**src/rtl/mcu_uart_tx_arbiter.sv**
```systemverilog
// Message-atomic round-robin arbiter sharing one UART transmitter between two byte streams.
// A granted source keeps the transmitter until it flags its last byte or stalls past a timeout.
module mcu_uart_tx_arbiter #(
  parameter int unsigned IDLE_TIMEOUT_CLKS = 2400,
  parameter int unsigned START_GUARD_CLKS  = 4,
  parameter int unsigned CNT_W             = 12
) (
  input  logic       clk,
  input  logic       rst,
  input  logic       enable,
  input  logic [7:0] src0_data,
  input  logic       src0_valid,
  input  logic       src0_last,
  output logic       src0_ready,
  input  logic [7:0] src1_data,
  input  logic       src1_valid,
  input  logic       src1_last,
  output logic       src1_ready,
  output logic [7:0] uart_tx_data_in,
  output logic       uart_tx_data_wr,
  input  logic       uart_tx_busy,
  output logic [1:0] grant,
  output logic       timeout_err
);

  localparam logic [1:0] StIdle      = 2'd0;
  localparam logic [1:0] StIssue     = 2'd1;
  localparam logic [1:0] StWaitStart = 2'd2;
  localparam logic [1:0] StWaitDone  = 2'd3;

  localparam int unsigned GuardW = $clog2(START_GUARD_CLKS + 1);
  localparam logic [CNT_W-1:0]  TimeoutVal = CNT_W'(IDLE_TIMEOUT_CLKS);
  localparam logic [GuardW-1:0] GuardLast  = GuardW'(START_GUARD_CLKS - 1);

  logic [1:0]        state_q, state_d;
  logic [1:0]        grant_q, grant_d;
  logic              rr_last_q, rr_last_d;
  logic [CNT_W-1:0]  cnt_q, cnt_d;
  logic [GuardW-1:0] guard_q, guard_d;
  logic              last_q, last_d;
  logic [7:0]        data_q, data_d;
  logic              wr_q, wr_d;
  logic              rdy0_q, rdy0_d;
  logic              rdy1_q, rdy1_d;
  logic              to_err_q, to_err_d;

  logic owner;
  logic owner_valid;
  logic pick;

  assign owner       = grant_q[1];
  assign owner_valid = owner ? src1_valid : src0_valid;

  always_comb begin
    state_d   = state_q;
    grant_d   = grant_q;
    rr_last_d = rr_last_q;
    cnt_d     = cnt_q;
    guard_d   = guard_q;
    last_d    = last_q;
    data_d    = data_q;
    wr_d      = 1'b0;
    rdy0_d    = 1'b0;
    rdy1_d    = 1'b0;
    to_err_d  = 1'b0;
    // On a tie the source that did not own the transmitter last time wins
    pick      = (src0_valid && src1_valid) ? ~rr_last_q : src1_valid;

    case (state_q)
      StIdle: begin
        if (grant_q == 2'b00) begin
          if (enable && (src0_valid || src1_valid)) begin
            grant_d = pick ? 2'b10 : 2'b01;
            cnt_d   = '0;
            state_d = StIssue;
          end
        end else if (!enable) begin
          grant_d   = 2'b00;
          rr_last_d = owner;
          cnt_d     = '0;
        end else if (cnt_q == TimeoutVal) begin
          // Checked before owner_valid so a late byte loses to the revocation
          grant_d   = 2'b00;
          to_err_d  = 1'b1;
          rr_last_d = owner;
        end else if (owner_valid) begin
          state_d = StIssue;
        end else begin
          cnt_d = cnt_q + 1'b1;
        end
      end
      StIssue: begin
        rdy0_d  = ~owner;
        rdy1_d  = owner;
        wr_d    = 1'b1;
        data_d  = owner ? src1_data : src0_data;
        last_d  = owner ? src1_last : src0_last;
        cnt_d   = '0;
        guard_d = '0;
        state_d = StWaitStart;
      end
      StWaitStart: begin
        if (uart_tx_busy || guard_q == GuardLast) begin
          state_d = StWaitDone;
        end else begin
          guard_d = guard_q + 1'b1;
        end
      end
      StWaitDone: begin
        if (!uart_tx_busy) begin
          if (last_q || !enable) begin
            grant_d   = 2'b00;
            rr_last_d = owner;
          end
          state_d = StIdle;
        end
      end
      default: state_d = StIdle;
    endcase
  end

  always_ff @(posedge clk) begin
    if (rst) begin
      state_q   <= StIdle;
      grant_q   <= 2'b00;
      rr_last_q <= 1'b1;
      cnt_q     <= '0;
      guard_q   <= '0;
      last_q    <= 1'b0;
      data_q    <= 8'h00;
      wr_q      <= 1'b0;
      rdy0_q    <= 1'b0;
      rdy1_q    <= 1'b0;
      to_err_q  <= 1'b0;
    end else begin
      state_q   <= state_d;
      grant_q   <= grant_d;
      rr_last_q <= rr_last_d;
      cnt_q     <= cnt_d;
      guard_q   <= guard_d;
      last_q    <= last_d;
      data_q    <= data_d;
      wr_q      <= wr_d;
      rdy0_q    <= rdy0_d;
      rdy1_q    <= rdy1_d;
      to_err_q  <= to_err_d;
    end
  end

  assign src0_ready      = rdy0_q;
  assign src1_ready      = rdy1_q;
  assign uart_tx_data_in = data_q;
  assign uart_tx_data_wr = wr_q;
  assign grant           = grant_q;
  assign timeout_err     = to_err_q;

endmodule

```
**config.mk**
```make
export PLATFORM = sky130hd
export DESIGN_NAME = mcu_uart_tx_arbiter
export DESIGN_NICKNAME = d
export VERILOG_FILES = /design/src/rtl/mcu_uart_tx_arbiter.sv
export SDC_FILE = /design/constraint.sdc
export NUM_CORES = 1
export LEC_CHECK = 0
export BUFFER_PORTS_ARGS = -buffer_cell sky130_fd_sc_hd__buf_2
export CAP_MARGIN = 20
export CORE_ASPECT_RATIO = 0.8
export CORE_MARGIN = 5
export CORE_UTILIZATION = 49
export DETAILED_ROUTE_END_ITERATION = 8
export PLACE_DENSITY = 0.85
export SYNTH_ARGS = -nofsm -noshare
export SYNTH_HDL_FRONTEND = slang
export SYNTH_SLANG_ARGS = --single-unit
export TNS_END_PERCENT = 100
```
**constraint.sdc**
```tcl
create_clock -name clk -period 2.5 [get_ports clk]
set_clock_uncertainty 0.2 [all_clocks]
set_input_delay 0.5 -clock clk [delete_from_list [all_inputs] [get_ports clk]]
set_output_delay 0.5 -clock clk [all_outputs]
set_load 0.02 [all_outputs]
```
==> results of run 1 <==
-- routing by layer --
| layer | vias to the layer above | global-route usage |
|---|---|---|
| met1 | 847 | 0.2332 |
| met5 | - | 0 |
| li1 | 869 | - |
| met2 | 80 | 0.2906 |
| met3 | 12 | 0.04017 |
| met4 | 0 | 0.08515 |
-- Yosys cell counts (2+ instances only) --
library cell / count
sky130_fd_sc_hd__nand4_1: 3
sky130_fd_sc_hd__nor2_1: 16
sky130_fd_sc_hd__ha_1: 9
sky130_fd_sc_hd__nor2b_1: 5
sky130_fd_sc_hd__nand3b_1: 3
sky130_fd_sc_hd__buf_1: 3
sky130_fd_sc_hd__nand2b_1: 3
sky130_fd_sc_hd__a221o_1: 3
sky130_fd_sc_hd__dfxtp_1: 33
sky130_fd_sc_hd__nor4_2: 2
sky130_fd_sc_hd__nand4b_1: 3
sky130_fd_sc_hd__a211oi_1: 13
sky130_fd_sc_hd__nand3_1: 11
sky130_fd_sc_hd__mux2i_1: 14
sky130_fd_sc_hd__nand2_1: 19
sky130_fd_sc_hd__a31oi_1: 3
sky130_fd_sc_hd__nor4_1: 2
sky130_fd_sc_hd__a21oi_1: 3
sky130_fd_sc_hd__o22ai_1: 2
sky130_fd_sc_hd__or2_2: 2
sky130_fd_sc_hd__nor3_1: 5
sky130_fd_sc_hd__nor3b_1: 2
sky130_fd_sc_hd__o21ai_0: 6
sky130_fd_sc_hd__or3_1: 2
sky130_fd_sc_hd__o311ai_0: 4
sky130_fd_sc_hd__o31ai_1: 3
sky130_fd_sc_hd__or3b_2: 3
sky130_fd_sc_hd__o211ai_1: 3
sky130_fd_sc_hd__and3_1: 2
sky130_fd_sc_hd__clkbuf_1: 10
sky130_fd_sc_hd__and4_1: 2
sky130_fd_sc_hd__inv_1: 10
-- path summary, 6_finish.rpt --
check             startpoint    endpoint  slack (ns)
setup / recovery    cnt_q[7]  state_q[0]        0.17
hold / removal    guard_q[1]  guard_q[1]        0.28
hold reg to reg   guard_q[1]  guard_q[1]        0.28
setup reg to reg    cnt_q[7]  state_q[0]        0.17
-- cell families after synthesis --
group | Yosys count | synth area share
compound gates | 45 | 0.1808
simple gates | 87 | 0.2613
buf+inv | 25 | 0.05389
flops | 33 | 0.3602
fa+ha+maj | 9 | 0.06139
mux | 15 | 0.08253
-- power by group through the flow --
| stage | combinational (mW) | sequential (mW) | clock (mW) |
|---|---|---|---|
| detailed placement | 1.00 | 0.718 | 0 |
| global placement | 0.978 | 0.713 | 0 |
| global route | 1.10 | 0.720 | 0.434 |
| finish | 1.02 | 0.707 | 0.409 |
| CTS | 1.01 | 0.706 | 0.416 |
| floorplan | 0.677 | 0.778 | 0 |
-- state kept, by name (all words and copies together), names as in the netlist --
register and cells:
cnt_q 12, uart_tx_data_in 8, guard_q 3, grant 2
state_q 2, last_q 1, rr_last_q 1, src0_ready 1
src1_ready 1, timeout_err 1, uart_tx_data_wr 1
-- worst register-to-register path: cells and delay by family (launching register included) --
family          cells  cell delay [ns]
compound gates      1             0.34
flops               1             0.34
buf+inv             1             0.21
mux                 1             0.13
simple gates        2             0.98
-- area by class of cell --
| type | instances | area, µm² |
|---|---|---|
| clock buffer | 7 | 86.33 |
| tap | 42 | 52.55 |
| multi-input combinational | 156 | 1075 |
| fill | 303 | 1346 |
| inverter | 10 | 37.54 |
| timing repair buffer | 47 | 260.3 |
| sequential | 33 | 660.6 |
==> impl_table.tex, run 1 <==
\begin{tabular}{lr}
\hline
Metric & Value \\
\hline
\multicolumn{2}{l}{\textbf{STA}} \\
\quad Total setup violations reported at the end of the flow & 0 \\
\quad Endpoints failing hold & 0 \\
\quad Max-slew violation count & 0 \\
\quad Final hold slack & around 0.28 ns \\
\quad Actual slew at the worst max-slew pin & 0.5232 ns \\
\quad Period utilisation layout & 0.9326 \\
\quad Total negative slack & 0 ns \\
\quad RSZ-0062 raised after global routing & no \\
\quad Min cycle time layout & around 2.3 ns \\
\quad Relative slew slack & 0.6496 \\
\quad Highest Clock Rate & $\sim$430 MHz \\
\quad Final setup slack of the worst path & around 0.17 ns \\
\multicolumn{2}{l}{\textbf{Synthesis}} \\
\quad Area share of the largest cell type after synthesis & 0.3602 \\
\quad Total of flip-flops plus latches after synthesis & 33 \\
\quad EDFF count, synth & 0 \\
\quad Post-synthesis cell count & roughly 210 \\
\quad Seq/Total Area, Yosys & 0.3602 \\
\quad Top area cells in the synthesized netlist & sky130\_fd\_sc\_hd\_\_dfxtp\_1, sky130\_fd\_sc\_hd\_\_mux2i\_1, sky130\_fd\_sc\_hd\_\_ha\_1 \\
\quad Warnings, synthesis & 0 \\
\quad Unique masters post-synth & 42 \\
\quad Top\_reg\_cell synth & sky130\_fd\_sc\_hd\_\_dfxtp\_1 \\
\quad Async S/R FF share, synth & 0 \\
\quad Number of nets in the synthesized netlist & approximately 250 \\
\quad Syn Area/Cell & approximately 8.6 µm² \\
\quad Dominant cell type by area after synthesis & sky130\_fd\_sc\_hd\_\_dfxtp\_1 \\
\quad Total standard cell area after synthesis & 0.001834 mm² \\
\multicolumn{2}{l}{\textbf{Critical path}} \\
\quad WS Path Type & flip-flop to flip-flop \\
\quad Number of cells on the critical path & 5 \\
\quad Slowest Stage Delay on Critical Path & roughly 0.55 ns \\
\quad Critical path startpoint category & flip-flop \\
\quad Category of cells accounting for the largest share of critical-path delay & simple AND/OR/NAND/NOR gates \\
\quad Worst EP arrival & about 2.3 ns \\
\quad CP endpoint kind & flip-flop \\
\quad Maximum fanout along the worst path & 14 \\
\quad Path depth of the worst reg2reg path & 5 \\
\quad Bufs and invs on worst path & 1 \\
\quad Critical path required time & $\sim$2.5 ns \\
\quad Critical Path, Cell by Cell & or4b\_1, or3\_1, buf\_4, o311a\_1, mux2i\_1 \\
\quad Library cell contributing the largest single delay on the critical path & sky130\_fd\_sc\_hd\_\_or4b\_1 \\
\multicolumn{2}{l}{\textbf{Pwr}} \\
\quad Relative contribution of combinational cells to total power & 0.477 \\
\quad Ratio of total power to cell area & approximately 1000 mW/mm² \\
\quad Largest vdd supply drop & 0.4010 mV \\
\quad Total net switching power & a little under 0.9 mW \\
\quad Sequential cell fraction of total power & 0.331 \\
\quad Clock group share of total power & 0.192 \\
\quad Leakage dissipation & roughly 0.86 nW \\
\quad Switching fraction of total power & 0.4066 \\
\quad Pwr Total & 2.134 mW \\
\quad Total internal power & approximately 1.3 mW \\
\multicolumn{2}{l}{\textbf{Floorplan}} \\
\quad Core outline area & 0.003518 mm² \\
\quad Starting utilization of the core area & 0.5213 \\
\quad Die Span Y & roughly 65 µm \\
\quad Die outline area & slightly above 0.005 mm² \\
\quad Die X & $\sim$80 µm \\
\quad Number of cell rows & 19 \\
\quad I/O pin count & 38 \\
\multicolumn{2}{l}{\textbf{Global route}} \\
\quad Via count of the first global-routing pass & approximately 1600 \\
\quad Global-route wire length before repair & between 7000 and 8000 µm \\
\quad Maximum number of pins on one net before global-route repair & 24 \\
\quad Aggregate global routing overflow & 0 \\
\quad Tot GR Track Use & 0.1811 \\
\quad Initial antenna violation count & 0 \\
\multicolumn{2}{l}{\textbf{Route}} \\
\quad Count of vias placed by the detailed router & between 1500 and 2000 \\
\quad Routed wire length per instance & 15.42 µm \\
\quad Vias per cell & between 6 and 7 \\
\quad Total Wirelength & approximately 4500 µm \\
\quad Met3 wire len & $\sim$350 µm \\
\quad First drt pass iteration count & 5 \\
\quad Top sig layer & met4 \\
\quad Iteration-0 DRC Markers & 201 \\
\quad Final ANT Viol Nets & 0 \\
\quad Wl on met1 & 2062 µm \\
\quad Post-route DRC & 0 \\
\quad Routed met2 length & just over 2000 µm \\
\multicolumn{2}{l}{\textbf{Clock network}} \\
\quad TritonCTS clock tree & yes \\
\quad Clock latency of the later-clocked register in the worst-skew pair & $\sim$0.29 ns \\
\quad Clk slew on worst S/H paths & roughly 0.070 ns \\
\quad Htree depth & 2 \\
\quad Number of gates resized after cts & 0 \\
\quad Cts bufs inserted & 5 \\
\quad TritonCTS Sinks & 33 \\
\quad Library cell used as clock root buffer & sky130\_fd\_sc\_hd\_\_clkbuf\_8 \\
\quad \# Post-CTS Setup Buffers & 0 \\
\quad Post-CTS Hold Fix Bufs & 0 \\
\quad Largest buffer count on any clock path & 2 \\
\multicolumn{2}{l}{\textbf{Layout}} \\
\quad Net count, final & approximately 290 \\
\quad Leading cell type in the layout, fill and taps excluded & sky130\_fd\_sc\_hd\_\_buf\_2 \\
\quad Area Overhead vs Synth & 18.42\% \\
\quad Layout cell share with drive strength beyond 1 & 0.2411 \\
\quad Most frequent cells in the layout & sky130\_fd\_sc\_hd\_\_buf\_2, sky130\_fd\_sc\_hd\_\_dfxtp\_1, sky130\_fd\_sc\_hd\_\_nand2\_1, sky130\_fd\_sc\_hd\_\_nor2\_1, sky130\_fd\_sc\_hd\_\_mux2i\_1 \\
\quad Final Instance Count excl. Fillers & approximately 300 \\
\quad Util after Layout & 0.6174 \\
\quad Number of antenna repair diodes & 0 \\
\quad Design area & 0.002172 mm² \\
\multicolumn{2}{l}{\textbf{Place}} \\
\quad Worst setup slack before clock tree synthesis & 0.1885 ns \\
\quad Placement-stage cell area & 0.002086 mm² \\
\quad Final Wtd Congestion & slightly above 0.9 \\
\quad Detailed Place HPWL & $\sim$3300 µm \\
\quad Number of buffers added on ports & 37 \\
\quad Cells after DPL & 288 \\
\multicolumn{2}{l}{\textbf{Worst hold path}} \\
\quad Cells on Worst Hold Path & 2 \\
\quad Classification of the worst-slack hold path & flip-flop to flip-flop \\
\multicolumn{2}{l}{\textbf{Run}} \\
\quad \# Max-Cap Violations & 0 \\
\multicolumn{2}{l}{\textbf{Outcome}} \\
\quad Run status & complete, no violations \\
\hline
\end{tabular}
Power figures use the tool's default switching activity.
==> run 2, diff against run 1 <==
- REMOVE_ABC_BUFFERS: unset -> 1
==> run 2 against run 1 <==
  * Sequential share of layout area is 0.19 points higher
  * Global-route usage up 0.60 points
  * Total power decreased by 1.5%
  * Critical path depth down 1
  * Cell area decreased by 0.63%
  * Die area did not move
  * Wire length down 4.2%
  * Count of clock-buffer cells in the layout stayed put
  * Critical endpoint is now rr_last_q
  * Largest power group unchanged
  * Highest routed layer unchanged
==> impl_table.tex, run 2 (synthesis gave the netlist of run 1 again) <==
\begin{tabular}{lr}
\hline
Metric & Value \\
\hline
\multicolumn{2}{l}{\textbf{Layout}} \\
\quad Number of antenna repair diodes & 0 (unchanged) \\
\quad Util after Layout & 0.6134 (was 0.6174) \\
\quad Layout cell share with drive strength beyond 1 & 0.2390 (was 0.2411) \\
\quad Register with the highest flop count & cnt\_q (unchanged) \\
\quad Net count, final & 284 (was 286) \\
\quad Most frequent cells in the layout & sky130\_fd\_sc\_hd\_\_buf\_2, sky130\_fd\_sc\_hd\_\_dfxtp\_1, sky130\_fd\_sc\_hd\_\_nand2\_1, sky130\_fd\_sc\_hd\_\_nor2\_1, sky130\_fd\_sc\_hd\_\_mux2i\_1 (unchanged) \\
\quad Area Overhead vs Synth & 17.67\% (was 18.42\%) \\
\quad Flip-flop and latch area & 660.6 µm² (unchanged) \\
\quad Area of the multi-input gates & 0.001076 mm² (was 0.001075 mm²) \\
\quad Leading cell type in the layout, fill and taps excluded & sky130\_fd\_sc\_hd\_\_buf\_2 (unchanged) \\
\quad Count of fill cells added during filler insertion & 318 (was 303) \\
\quad Flip-flop count of the largest register after layout & 12 (unchanged) \\
\multicolumn{2}{l}{\textbf{Clock network}} \\
\quad Htree depth & 2 (unchanged) \\
\quad Post-CTS Hold Fix Bufs & 0 (unchanged) \\
\quad Largest buffer count on any clock path & 2 (unchanged) \\
\quad Clock latency of the later-clocked register in the worst-skew pair & 0.29 ns (about the same) \\
\quad TritonCTS clock tree & yes (unchanged) \\
\quad Library cell used as clock root buffer & sky130\_fd\_sc\_hd\_\_clkbuf\_8 (unchanged) \\
\quad TritonCTS Sinks & 33 (unchanged) \\
\quad Clk slew on worst S/H paths & 0.06 ns (was 0.07 ns) \\
\quad Cts bufs inserted & 5 (unchanged) \\
\multicolumn{2}{l}{\textbf{Route}} \\
\quad Post-route DRC & 0 (unchanged) \\
\quad Final ANT Viol Nets & 0 (unchanged) \\
\quad Count of vias placed by the detailed router & 1738 (was 1808) \\
\quad Routed wire length per instance & 14.88 µm (was 15.42 µm) \\
\quad Vias per cell & 5.932 (was 6.129) \\
\quad First drt pass iteration count & 5 (unchanged) \\
\quad Total Wirelength & 4359 µm (was 4549 µm) \\
\quad Iteration-0 DRC Markers & 214 (was 201) \\
\multicolumn{2}{l}{\textbf{Floorplan}} \\
\quad Number of cell rows & 19 (unchanged) \\
\quad Die outline area & 0.005075 mm² (unchanged) \\
\quad Core outline area & 0.003518 mm² (unchanged) \\
\quad Die Span Y & 64.73 µm (unchanged) \\
\quad I/O pin count & 38 (unchanged) \\
\quad Starting utilization of the core area & 0.5213 (unchanged) \\
\quad Die X & 78.41 µm (unchanged) \\
\multicolumn{2}{l}{\textbf{Place}} \\
\quad Number of buffers added on ports & 37 (unchanged) \\
\quad Detailed Place HPWL & 3166 µm (was 3319 µm) \\
\quad Final Wtd Congestion & 0.8735 (was 0.9210) \\
\multicolumn{2}{l}{\textbf{Global route}} \\
\quad Via count of the first global-routing pass & 1719 (was 1612) \\
\quad Initial antenna violation count & 0 (unchanged) \\
\quad Tot GR Track Use & 0.1870 (was 0.1811) \\
\quad Aggregate global routing overflow & 0 (unchanged) \\
\quad Maximum number of pins on one net before global-route repair & 24 (unchanged) \\
\quad Global-route wire length before repair & 7624 µm (was 7265 µm) \\
\multicolumn{2}{l}{\textbf{STA}} \\
\quad Min cycle time layout & 2.385 ns (was 2.331 ns) \\
\quad Relative slew slack & 0.7083 (was 0.6496) \\
\quad RSZ-0062 raised after global routing & no (unchanged) \\
\quad Max-slew violation count & 0 (unchanged) \\
\quad Actual slew at the worst max-slew pin & 0.4356 ns (was 0.5232 ns) \\
\quad Period utilisation layout & 0.9538 (was 0.9326) \\
\quad Highest Clock Rate & 419.4 MHz (was 428.9 MHz) \\
\quad Endpoints failing hold & 0 (unchanged) \\
\quad Total negative slack & 0 ns (unchanged) \\
\quad Total setup violations reported at the end of the flow & 0 (unchanged) \\
\multicolumn{2}{l}{\textbf{Pwr}} \\
\quad Pwr Total & 2.101 mW (was 2.134 mW) \\
\quad Clock group share of total power & 0.189 (was 0.192) \\
\quad Total net switching power & 0.8407 mW (was 0.8677 mW) \\
\quad Ratio of total power to cell area & 973.6 mW/mm² (was 982.5 mW/mm²) \\
\quad Sequential cell fraction of total power & 0.338 (was 0.331) \\
\quad Total internal power & 1.261 mW (was 1.266 mW) \\
\quad Relative contribution of combinational cells to total power & 0.472 (was 0.477) \\
\quad Switching fraction of total power & 0.4001 (was 0.4066) \\
\quad Leakage dissipation & 0.8518 nW (was 0.8615 nW) \\
\quad Largest vdd supply drop & 0.6839 mV (was 0.4010 mV) \\
\multicolumn{2}{l}{\textbf{Critical path}} \\
\quad Reg2Reg Setup Slack & 0.12 ns (was 0.17 ns) \\
\quad WS Path Type & flip-flop to flip-flop (unchanged) \\
\quad Critical path required time & 2.48 ns (was 2.47 ns) \\
\quad Maximum fanout along the worst path & 7 (was 14) \\
\quad Critical path startpoint category & flip-flop (unchanged) \\
\quad Worst flop-to-flop path endpoint & rr\_last\_q (was state\_q[0]) \\
\quad CP endpoint kind & flip-flop (unchanged) \\
\quad Worst EP arrival & 2.36 ns (was 2.30 ns) \\
\quad Startpoint of the worst register-to-register path & cnt\_q[4] (was cnt\_q[7]) \\
\quad Path depth of the worst reg2reg path & 4 (was 5) \\
\multicolumn{2}{l}{\textbf{Worst hold path}} \\
\quad Cells on Worst Hold Path & 2 (unchanged) \\
\quad Endpoint of the worst hold-timing path & uart\_tx\_data\_in[0] (was guard\_q[1]) \\
\quad Classification of the worst-slack hold path & flip-flop to flip-flop (unchanged) \\
\quad Hold Crit Start & uart\_tx\_data\_in[0] (was guard\_q[1]) \\
\multicolumn{2}{l}{\textbf{Run}} \\
\quad \# Max-Cap Violations & 0 (unchanged) \\
\multicolumn{2}{l}{\textbf{Outcome}} \\
\quad Run status & complete, no violations (unchanged) \\
\hline
\end{tabular}
-- run 2: metrics by stage --
stage | std cells | cell area (µm²) | hold slack [ns] | setup slack (ns)
final | 293 | 2158 | 0.2817 | 0.1154
after global routing | 293 | 2158 | 0.3033 | 0.0005467
after CTS | 293 | 2157 | 0.2832 | 0.1206
after detailed placement | 286 | 2071 | 0.2753 | 0.1261
after global placement | 286 | 2071 | 0.2604 | 0.1742
after floorplan | 199 | 1773 | 0.2396 | 0.04421
-- run 2: layout make-up --
cell class              instances  area share
well taps                      42     0.02435
flip-flops and latches         33      0.3061
multi-input cells             156      0.4985
repair buffers                 45      0.1136
inverters                      10     0.01739
clock buffers                   7     0.04000
-- run 2: what timing repair did --
action | in CTS | in global routing
setup buffers | 0 | 0
resized for setup | 0 | 1
setup endpoints to repair | 0 | 1
-- run 2: worst max-delay path by stage --
stage	from	end	slack, ns	depth (start not counted)
global route	state_q[0]	cnt_q[3]	0.0005	6
detailed placement	cnt_q[4]	rr_last_q	0.13	4
floorplan	grant[1]	cnt_q[2]	0.04	4
global placement	cnt_q[4]	rr_last_q	0.17	4
CTS	cnt_q[4]	rr_last_q	0.12	4
finish	cnt_q[4]	rr_last_q	0.12	4
-- run 2: routing by layer --
layer	up-vias	GRT usage	share of wire
met1	791	0.2419	0.46
met4	0	0.07642	0.014
met5	-	0	0
li1	861	-	-
met3	9	0.06094	0.099
met2	77	0.2895	0.43
-- run 2: worst max-delay path, stage by stage (launching register included) --
cell,delay [ns]
sky130_fd_sc_hd__dfxtp_1,0.35
sky130_fd_sc_hd__or4b_1,0.58
sky130_fd_sc_hd__or3_1,0.47
sky130_fd_sc_hd__a311o_1,0.38
sky130_fd_sc_hd__a221o_1,0.28
-- run 2: power by group through the flow --
stage / clock, mW / sequential [mW] / combinational (mW)
2_1_floorplan: 0 / 0.819 / 0.602
3_3_place_gp: 0 / 0.718 / 0.955
3_5_place_dp: 0 / 0.717 / 0.971
4_1_cts: 0.408 / 0.710 / 0.983
5_1_grt: 0.434 / 0.726 / 1.10
6_report: 0.398 / 0.711 / 0.992
==> run 3, diff against run 2 <==
- CORE_UTILIZATION: 49 -> 30
- PLACE_DENSITY: 0.85 -> 0.61
==> run 3 against run 2 <==
  * Final cell count rose by 14%
  * Worst setup slack improved by 0.026 ns
  * Via count fell by 0.69%
  * Core utilization fell by 24 points
  * Critical path depth did not move
  * Wire length rose by 5.4%
  * Largest cell class unchanged
  * Sequential power barely moved
  * Clock power fell by 2%
  * Combinational power barely moved
  * Worst hold slack improved by 0.00053 ns
==> impl_table.tex, run 3 (synthesis gave the netlist of run 1 again) <==
\begin{tabular}{lr}
\hline
Metric & Value \\
\hline
\multicolumn{2}{l}{\textbf{Clock network}} \\
\quad TritonCTS clock tree & yes (unchanged) \\
\quad Post-CTS Hold Fix Bufs & 0 (unchanged) \\
\quad TritonCTS Sinks & 33 (unchanged) \\
\quad Htree depth & 2 (unchanged) \\
\quad Cts bufs inserted & 5 (unchanged) \\
\quad Clk slew on worst S/H paths & 0.07 ns (was 0.06 ns) \\
\quad \# Post-CTS Setup Buffers & 0 (unchanged) \\
\quad Clock latency of the later-clocked register in the worst-skew pair & 0.29 ns (about the same) \\
\quad Largest buffer count on any clock path & 2 (unchanged) \\
\quad Library cell used as clock root buffer & sky130\_fd\_sc\_hd\_\_clkbuf\_8 (unchanged) \\
\quad Number of gates resized after cts & 0 (unchanged) \\
\multicolumn{2}{l}{\textbf{Route}} \\
\quad First drt pass iteration count & 4 (was 5) \\
\quad Count of vias placed by the detailed router & 1726 (was 1738) \\
\quad Final ANT Viol Nets & 0 (unchanged) \\
\quad Iteration-0 DRC Markers & 192 (was 214) \\
\quad Routed wire length per instance & 13.71 µm (was 14.88 µm) \\
\quad Post-route DRC & 0 (unchanged) \\
\quad Total Wirelength & 4594 µm (was 4359 µm) \\
\quad Vias per cell & 5.152 (was 5.932) \\
\multicolumn{2}{l}{\textbf{Layout}} \\
\quad Flip-flop and latch area & 660.6 µm² (unchanged) \\
\quad Area Overhead vs Synth & 20.87\% (was 17.67\%) \\
\quad Area of the multi-input gates & 0.001075 mm² (was 0.001076 mm²) \\
\quad Layout cell share with drive strength beyond 1 & 0.2441 (was 0.2390) \\
\quad Count of fill cells added during filler insertion & 597 (was 318) \\
\quad Design area & 0.002217 mm² (was 0.002158 mm²) \\
\quad Flip-flop count of the largest register after layout & 12 (unchanged) \\
\quad Most frequent cells in the layout & sky130\_fd\_sc\_hd\_\_buf\_2, sky130\_fd\_sc\_hd\_\_dfxtp\_1, sky130\_fd\_sc\_hd\_\_nand2\_1, sky130\_fd\_sc\_hd\_\_nor2\_1, sky130\_fd\_sc\_hd\_\_mux2i\_1 (unchanged) \\
\quad Net count, final & 286 (was 284) \\
\quad Register with the highest flop count & cnt\_q (unchanged) \\
\quad Number of antenna repair diodes & 0 (unchanged) \\
\quad Leading cell type in the layout, fill and taps excluded & sky130\_fd\_sc\_hd\_\_buf\_2 (unchanged) \\
\multicolumn{2}{l}{\textbf{Place}} \\
\quad Worst setup slack before clock tree synthesis & 0.1530 ns (was 0.1261 ns) \\
\quad Placement-stage cell area & 0.002135 mm² (was 0.002071 mm²) \\
\quad Final Wtd Congestion & 0.7825 (was 0.8735) \\
\quad Detailed Place HPWL & 3341 µm (was 3166 µm) \\
\quad Number of buffers added on ports & 37 (unchanged) \\
\multicolumn{2}{l}{\textbf{Floorplan}} \\
\quad I/O pin count & 38 (unchanged) \\
\quad Starting utilization of the core area & 0.3103 (was 0.5213) \\
\quad Die X & 97.42 µm (was 78.41 µm) \\
\quad Core outline area & 0.005912 mm² (was 0.003518 mm²) \\
\quad Number of cell rows & 25 (was 19) \\
\quad Die outline area & 0.007788 mm² (was 0.005075 mm²) \\
\quad Die Span Y & 79.94 µm (was 64.73 µm) \\
\multicolumn{2}{l}{\textbf{STA}} \\
\quad Final setup slack of the worst path & 0.1418 ns (was 0.1154 ns) \\
\quad Endpoints failing hold & 0 (unchanged) \\
\quad Period utilisation layout & 0.9433 (was 0.9538) \\
\quad Highest Clock Rate & 424.0 MHz (was 419.4 MHz) \\
\quad Max-slew violation count & 0 (unchanged) \\
\quad Actual slew at the worst max-slew pin & 0.4665 ns (was 0.4356 ns) \\
\quad Total negative slack & 0 ns (unchanged) \\
\quad Relative slew slack & 0.6877 (was 0.7083) \\
\quad Total setup violations reported at the end of the flow & 0 (unchanged) \\
\quad RSZ-0062 raised after global routing & no (unchanged) \\
\quad Min cycle time layout & 2.358 ns (was 2.385 ns) \\
\multicolumn{2}{l}{\textbf{Global route}} \\
\quad Met3 Usage GRT & 0.03231 (was 0.06094) \\
\quad Tot GR Track Use & 0.1276 (was 0.1870) \\
\quad Met1 capacity usage during global routing & 0.1670 (was 0.2419) \\
\quad Maximum number of pins on one net before global-route repair & 22 (was 24) \\
\quad Aggregate global routing overflow & 0 (unchanged) \\
\quad Via count of the first global-routing pass & 1737 (was 1719) \\
\quad Initial antenna violation count & 0 (unchanged) \\
\quad Met2 usage & 0.1936 (was 0.2895) \\
\quad Global-route wire length before repair & 8162 µm (was 7624 µm) \\
\quad Layer carrying the most global-route usage & met2 (unchanged) \\
\multicolumn{2}{l}{\textbf{Critical path}} \\
\quad Worst EP arrival & 2.34 ns (was 2.36 ns) \\
\quad Critical Path, Cell by Cell & or4b\_1, or3\_1, a311o\_1, a221o\_1 (unchanged) \\
\quad Maximum fanout along the worst path & 5 (was 7) \\
\quad Critical path required time & 2.48 ns (about the same) \\
\quad Reg2Reg Setup Slack & 0.14 ns (was 0.12 ns) \\
\quad CP endpoint kind & flip-flop (unchanged) \\
\quad Library cell contributing the largest single delay on the critical path & sky130\_fd\_sc\_hd\_\_or4b\_1 (unchanged) \\
\quad Critical path startpoint category & flip-flop (unchanged) \\
\quad Slowest Stage Delay on Critical Path & 0.55 ns (was 0.58 ns) \\
\quad WS Path Type & flip-flop to flip-flop (unchanged) \\
\multicolumn{2}{l}{\textbf{Outcome}} \\
\quad Run status & complete, no violations (unchanged) \\
\multicolumn{2}{l}{\textbf{Worst hold path}} \\
\quad Classification of the worst-slack hold path & flip-flop to flip-flop (unchanged) \\
\multicolumn{2}{l}{\textbf{Run}} \\
\quad \# Max-Cap Violations & 0 (unchanged) \\
\multicolumn{2}{l}{\textbf{Pwr}} \\
\quad Ratio of total power to cell area & 949.7 mW/mm² (was 973.6 mW/mm²) \\
\quad Largest vdd supply drop & 0.5495 mV (was 0.6839 mV) \\
\quad Leakage dissipation & 0.8619 nW (was 0.8518 nW) \\
\hline
\end{tabular}
-- run 3: metal layers --
metal | wire (µm) | vias to the layer above | share of wire
li1 | - | 872 | -
met1 | 2313 | 802 | 0.50
met2 | 1968 | 43 | 0.43
met3 | 214 | 9 | 0.047
met4 | 98 | 0 | 0.021
met5 | 0 | - | 0
-- run 3: path summary, 6_finish.rpt --
kind         depth (start not counted)         end       start
max                                  4   rr_last_q    cnt_q[7]
min                                  2  guard_q[1]  guard_q[1]
min reg2reg                          2  guard_q[1]  guard_q[1]
max reg2reg                          4   rr_last_q    cnt_q[7]
-- run 3: metrics by stage --
step                cells  hold slack (ns)    util  power (mW)
CTS                   335           0.2870  0.3750       2.117
floorplan             199           0.2396       -       1.421
finish                335           0.2823  0.3750       2.106
global route          335           0.3107  0.3750       2.274
global placement      327           0.2637  0.3611       1.717
detailed placement    327           0.2743  0.3611       1.719
-- run 3: area by class of cell --
class,instances,share of cell area
repair buffers,47,0.1174
clock buffers,6,0.03273
flip-flops and latches,33,0.2980
multi-input cells,156,0.4848
clock inverters,2,0.004515
inverters,10,0.01693
well taps,81,0.04571
-- run 3: power breakdown --
| part | switching, mW | leakage (nW) | internal [mW] |
|---|---|---|---|
| Sequential | 0.0814 | 0.269 | 0.633 |
| Clock | 0.197 | 0.0450 | 0.193 |
| Combinational | 0.583 | 0.548 | 0.419 |
-- run 3: critical path: cells and delay by family, from the launching register on --
family             cells  cell delay, ns
and+or+nand+nor        2            1.03
AOI/OAI and AO/OA      2            0.67
DFF                    1            0.36
